File: src/rtl/sign_extender_pkg.sv
// sign_extender_pkg: immediate-format encodings and datapath widths shared by the extender and its users.
// Revision 1.0
`default_nettype none

`ifndef SIGN_EXTENDER_PKG_MACROS
`define SIGN_EXTENDER_PKG_MACROS
`define Itype  2'b00
`define Dtype  2'b01
`define CBtype 2'b10
`define Btype  2'b11
`endif

package sign_extender_pkg;

  localparam int INSTR_W = 26;
  localparam int DATA_W  = 64;

  localparam logic [1:0] Itype  = 2'b00;
  localparam logic [1:0] Dtype  = 2'b01;
  localparam logic [1:0] CBtype = 2'b10;
  localparam logic [1:0] Btype  = 2'b11;

endpackage

`default_nettype wire

File: src/rtl/sign_extender.sv
// sign_extender: selects the immediate field by format, extends it to 64 bits, and offers a registered copy.
// Revision 1.0
`default_nettype none

module sign_extender
  import sign_extender_pkg::*;
(
  input  logic                 clk,
  input  logic                 rst_n,
  input  logic [INSTR_W-1:0]   Instruction,
  input  logic [1:0]           SignOp,
  output logic [DATA_W-1:0]    SignExOut,
  output logic [DATA_W-1:0]    SignExOutQ
);

  logic [DATA_W-1:0] sign_ex_d;
  logic [DATA_W-1:0] sign_ex_q;

  // Branch formats carry word offsets, hence the two appended zero bits.
  always_comb begin
    sign_ex_d = '0;
    case (SignOp)
      Itype:   sign_ex_d = {52'b0, Instruction[21:10]};
      Dtype:   sign_ex_d = {{55{Instruction[20]}}, Instruction[20:12]};
      CBtype:  sign_ex_d = {{43{Instruction[23]}}, Instruction[23:5], 2'b00};
      Btype:   sign_ex_d = {{36{Instruction[25]}}, Instruction[25:0], 2'b00};
      default: sign_ex_d = '0;
    endcase
  end

  always_ff @(posedge clk or negedge rst_n) begin
    if (!rst_n) begin
      sign_ex_q <= '0;
    end else begin
      sign_ex_q <= sign_ex_d;
    end
  end

  assign SignExOut  = sign_ex_d;
  assign SignExOutQ = sign_ex_q;

endmodule

`default_nettype wire

File: config.mk
export PLATFORM = sky130hd
export DESIGN_NAME = sign_extender
export DESIGN_NICKNAME = d
export VERILOG_FILES = /design/src/rtl/sign_extender_pkg.sv /design/src/rtl/sign_extender.sv
export SDC_FILE = /design/constraint.sdc
export NUM_CORES = 1
export LEC_CHECK = 0
export CORE_UTILIZATION = 32
export DETAILED_ROUTE_END_ITERATION = 6
export GPL_ROUTABILITY_DRIVEN = 0
export PLACE_DENSITY = 0.89
export RECOVER_POWER = 50
export SYNTH_ARGS = -nofsm -noshare
export SYNTH_HDL_FRONTEND = slang
export SYNTH_SLANG_ARGS = --single-unit
File: constraint.sdc
create_clock -name clk -period 4.8 [get_ports clk]
set_input_delay 1.2 -clock clk [delete_from_list [all_inputs] [get_ports clk]]
set_output_delay 1.2 -clock clk [all_outputs]
set_load 0.02 [all_outputs]
== Word-level counts from Yosys, hierarchy flattened ==
Index checks and enable logic that the tools add are counted.
Storage, ports and cells
  logic and storage cells: 6
  output and inout port bits: 128
  input bits: 30
  register bits after elaboration: 64
Operators by class
  equality and inequality tests: 3
  reduce and logical (&&, ||, !) cells: 1
  multiplexer cells: 1
Operator list (count)
  $pmux W64 S4: 1
  $eq A2 B2 Y1 const B: 2
  $eq A2 B1 Y1 const B: 1
  $logic_not A2 Y1: 1

== Logic depth before layout (Yosys ltp) ==
  depth in word-level cells: 2
  depth in mapped cells: 5
  depth with buffers taken out: 2

== Least setup slack after synthesis ==
No wires, ideal clock.
  path type: input-to-output
  from: input SignOp[1]
  to: output SignExOut[28]
  stages: 5
  buffers on the path: 3
  arrival: 3.455 ns
  setup slack: 0.145 ns
  required time: 3.600 ns
  cells stage by stage: buf_6 buf_8 mux2i_1 o21ai_1 buf_4
Between the ends
  longest elaborated chain between the ends: 2
  elaborated cells on any way between the ends: 5
  those cells by class: eq/ne: 3; mux: 1; reduce/logical: 1
Ends and longest elaborated chain
  start: declaration: RTL line sign_extender.sv:11  | input logic [1:0] SignOp,
  $eq A2 B2 Y1 (tied with other cells): RTL line sign_extender.sv:22  | case (SignOp)
  $pmux W64 S4 *: RTL line sign_extender.sv:22
  end: declaration: RTL line sign_extender.sv:12  | output logic [DATA_W-1:0] SignExOut,
Every way passes the cells marked *; elsewhere a longest branch is shown, timed or not.

== Worst setup path in the final report ==
  from: input Instruction[20]
  to: output SignExOut[17]
Between the ends
  longest elaborated chain between the ends: 1
Ends and longest elaborated chain
  start: declaration: RTL line sign_extender.sv:10  | input logic [INSTR_W-1:0] Instruction,
  $pmux W64 S4: RTL line sign_extender.sv:22
No other way between the ends.

==> reports/summary.md <==
• **hold violation count in the final report** 0
• **sequential area share after synthesis** 38.8%
• **antenna violations before repair** 0
• **CP Cell Sequence** dlygate4sd3_1 -> buf_4 -> nand2b_1 -> a31oi_1 -> clkdlybuf4s50_1
• **number of input and output port buffers inserted** 157
• **routed vias/inst** 4.50
• **number of max-cap violations** 0
• **initial standard-cell utilization of the core** 34.3%
• **Core Region** 5270 um^2
• **total routing usage reported by global routing** 16.6%
• **largest net degree at the start of global routing** 39
• **number of inserted diodes** 0
• **commonest register cell after synthesis** sky130_fd_sc_hd__dfrtp_1
• **Worst Max-Slew Pin Slew** 1.28 ns
• **cell area after technology mapping** 1810 um^2
• **die height** 77.1 um
• **Cell Rows** 26
• **leakage power summed over all cells** 1.22 nW
• **# clock sinks** 28
• **Arr. time, crit path** 3.37 ns
• **slowest cell on the critical path** sky130_fd_sc_hd__dlygate4sd3_1
• **setup bufs post-CTS** 0
• **number of top-level design ports** 158
• **master cell of the clock root buffer** sky130_fd_sc_hd__clkbuf_8
• **Avg Inst Size Synth** 10.7 um^2
• **flip-flop count of the largest register, all copies and words added** 28
• **met2 wirelength from detailed routing** 2.59 mm
• **x dimension of the die** 77.1 um
• **family with the most delay on the worst path** buffers and inverters
• **number of buffers inserted during clock tree synthesis** 3
• **most frequent cell after synthesis** sky130_fd_sc_hd__buf_4
• **final setup violating endpoints** 0
• **highest cell delay on the worst timing path** 0.70 ns
• **Starting DRT DRC Count** 47
• **post-route antenna net violation count** 0
• **total number of nets in the final design** 286
• **final routed wire length divided by cell count** 15.7 um
• **number of max-slew violations in the final report** 0
• **unrepaired setup endpoints after global routing** no
• **Synth area leader** sky130_fd_sc_hd__dfrtp_1
• **instance count of the mapped netlist** 168
• **count of unique library cells instantiated by Yosys** 18
• **number of synthesized flops with an enable pin** 0
• **TritonRoute pass-1 iters** 4
• **number of global-route vias before repair** 1412
• **final critical-path share of the clock period** 95.3%
• **#FFs+latches synth** 28
• **main area contributors after synthesis** sky130_fd_sc_hd__dfrtp_1, sky130_fd_sc_hd__buf_4, sky130_fd_sc_hd__mux4_2
• **area added between synthesis and finish** 64.4%
• **min-delay worst type** input pin to asynchronous set/reset pin
• **Max Root-Sink Buffers** 2
• **final total negative setup slack** 0 ns
• **power density relative to cell area** 287 nW/um^2
• **share of cells above drive strength 1** 7.06%
• **Total Die Area** 5950 um^2
• **wire length of the first global-routing pass** 7.62 mm
• **Synthesized Nets** 198
• **endpoint kind of the worst setup timing path** output port
• **TritonCTS clock tree** done
• **Resize count post-CTS** 0
• **WL met1** 1.97 mm
• **number of vias in the routed layout** 1464
• **total DRC errors in the routed layout** 0
• **Final Power** 0.851 mW
• **result of the run** complete, no violations
• **Worst VDD drop** 0.130 mV
• **share of synthesized registers carrying an async set or reset** 100%
• **clock transition at the register clock pins on the worst setup and hold paths after CTS** 0.10 ns
• **fraction of post-synthesis cell area in the top cell type by area** 38.8%
• **Final HPWL DP** 3.93 mm
• **critical-path maximum fanout** 8
• **crit path launch type** input pin
• **Buf+Inv Stages, Crit Path** 3
• **most numerous cell types in the synthesized netlist** sky130_fd_sc_hd__buf_4, sky130_fd_sc_hd__dfrtp_1, sky130_fd_sc_hd__nand2_1
• **met3 routed wirelength** 406 um
• **critical path start-end classification** input pin to output port
• **Synth warnings** 0
• **depth of the CTS H-tree** 1
• **number of fillers in the final layout** 471
• **# hold bufs at CTS** 0
• **final global-route overflow total** 0
• **total wire length** 5.09 mm
• **CP required** 3.60 ns
• **maximum frequency from static timing analysis** 219 MHz
• **worst slew margin relative to its limit** 15.0%
• **highest routed layer** met4
• **time the worst path needs with I/O delays and setup** 4.57 ns
report_power, final:
| group | switching, mW | total (mW) | internal [mW] |
|---|---|---|---|
| logic | 0.207 | 0.395 | 0.187 |
| registers | 0.0102 | 0.266 | 0.256 |
| clock network | 0.0781 | 0.190 | 0.112 |
cell usage in the layout (no fill, tap or decap):
master and instances:
sky130_fd_sc_hd__buf_4 4, sky130_fd_sc_hd__mux4_2 8, sky130_fd_sc_hd__a21oi_1 9, sky130_fd_sc_hd__nor2_1 3
sky130_fd_sc_hd__nand2b_1 1, sky130_fd_sc_hd__o21ai_0 4, sky130_fd_sc_hd__mux2i_1 9, sky130_fd_sc_hd__clkdlybuf4s50_1 117
sky130_fd_sc_hd__dlygate4sd3_1 39, sky130_fd_sc_hd__clkbuf_8 3, sky130_fd_sc_hd__o21ai_2 1, sky130_fd_sc_hd__bufinv_16 1
sky130_fd_sc_hd__mux4_1 1, sky130_fd_sc_hd__nand2_1 11, sky130_fd_sc_hd__inv_1 1, sky130_fd_sc_hd__o21ai_1 2
sky130_fd_sc_hd__clkbuf_1 3, sky130_fd_sc_hd__buf_2 1, sky130_fd_sc_hd__nand3b_1 1, sky130_fd_sc_hd__dfrtp_1 28
sky130_fd_sc_hd__a31oi_1 8
layout make-up:
cell class | count | area [um^2] | area share, %
tap | 70 | 87.6 | 2.95
sequential | 28 | 701 | 23.6
clock inverter | 1 | 30.0 | 1.01
clock buffer | 3 | 41.3 | 1.39
multi-input combinational | 58 | 497 | 16.7
timing repair buffer | 164 | 1610 | 54.2
inverter | 1 | 3.75 | 0.126
path summary, 6_finish.rpt:
path / from / to / slack [ns] / cells after the start
min in group clk: SignOp[1] / SignExOutQ[15]$_DFF_PN0_ / 1.48 / 3
hold / removal: rst_n / SignExOutQ[26]$_DFF_PN0_ / 1.23 / 1
max in group asynchronous: rst_n / SignExOutQ[12]$_DFF_PN0_ / 2.10 / 2
setup / recovery: Instruction[20] / SignExOut[17] / 0.23 / 5
per-stage QoR:
stage               utilization (%)  area (um^2)  hold slack [ns]  instances  setup slack, ns
floorplan                         -         1810            0.904        168            0.145
global placement               55.2         2910             1.48        321            0.421
detailed placement             55.2         2910             1.48        321            0.411
CTS                            56.6         2980             1.16        325            0.352
global route                   56.3         2970             1.24        325            0.165
finish                         56.3         2970             1.23        325            0.227
kinds of logic after synthesis:
kind of cell | count (synthesis) | share of synthesized area (%)
buffers and inverters | 82 | 33.7
flip-flops | 28 | 38.8
AO/OA/AOI/OAI | 24 | 7.21
multiplexers | 18 | 16.4
AND/OR/NAND/NOR | 16 | 3.88
routing by layer:
metal	track usage (%)	vias up
met5	0	-
met4	7.36	0
met3	2.86	8
met2	30.8	102
met1	18.4	688
li1	-	666
No activity file was read; power rests on OpenSTA's default activity.
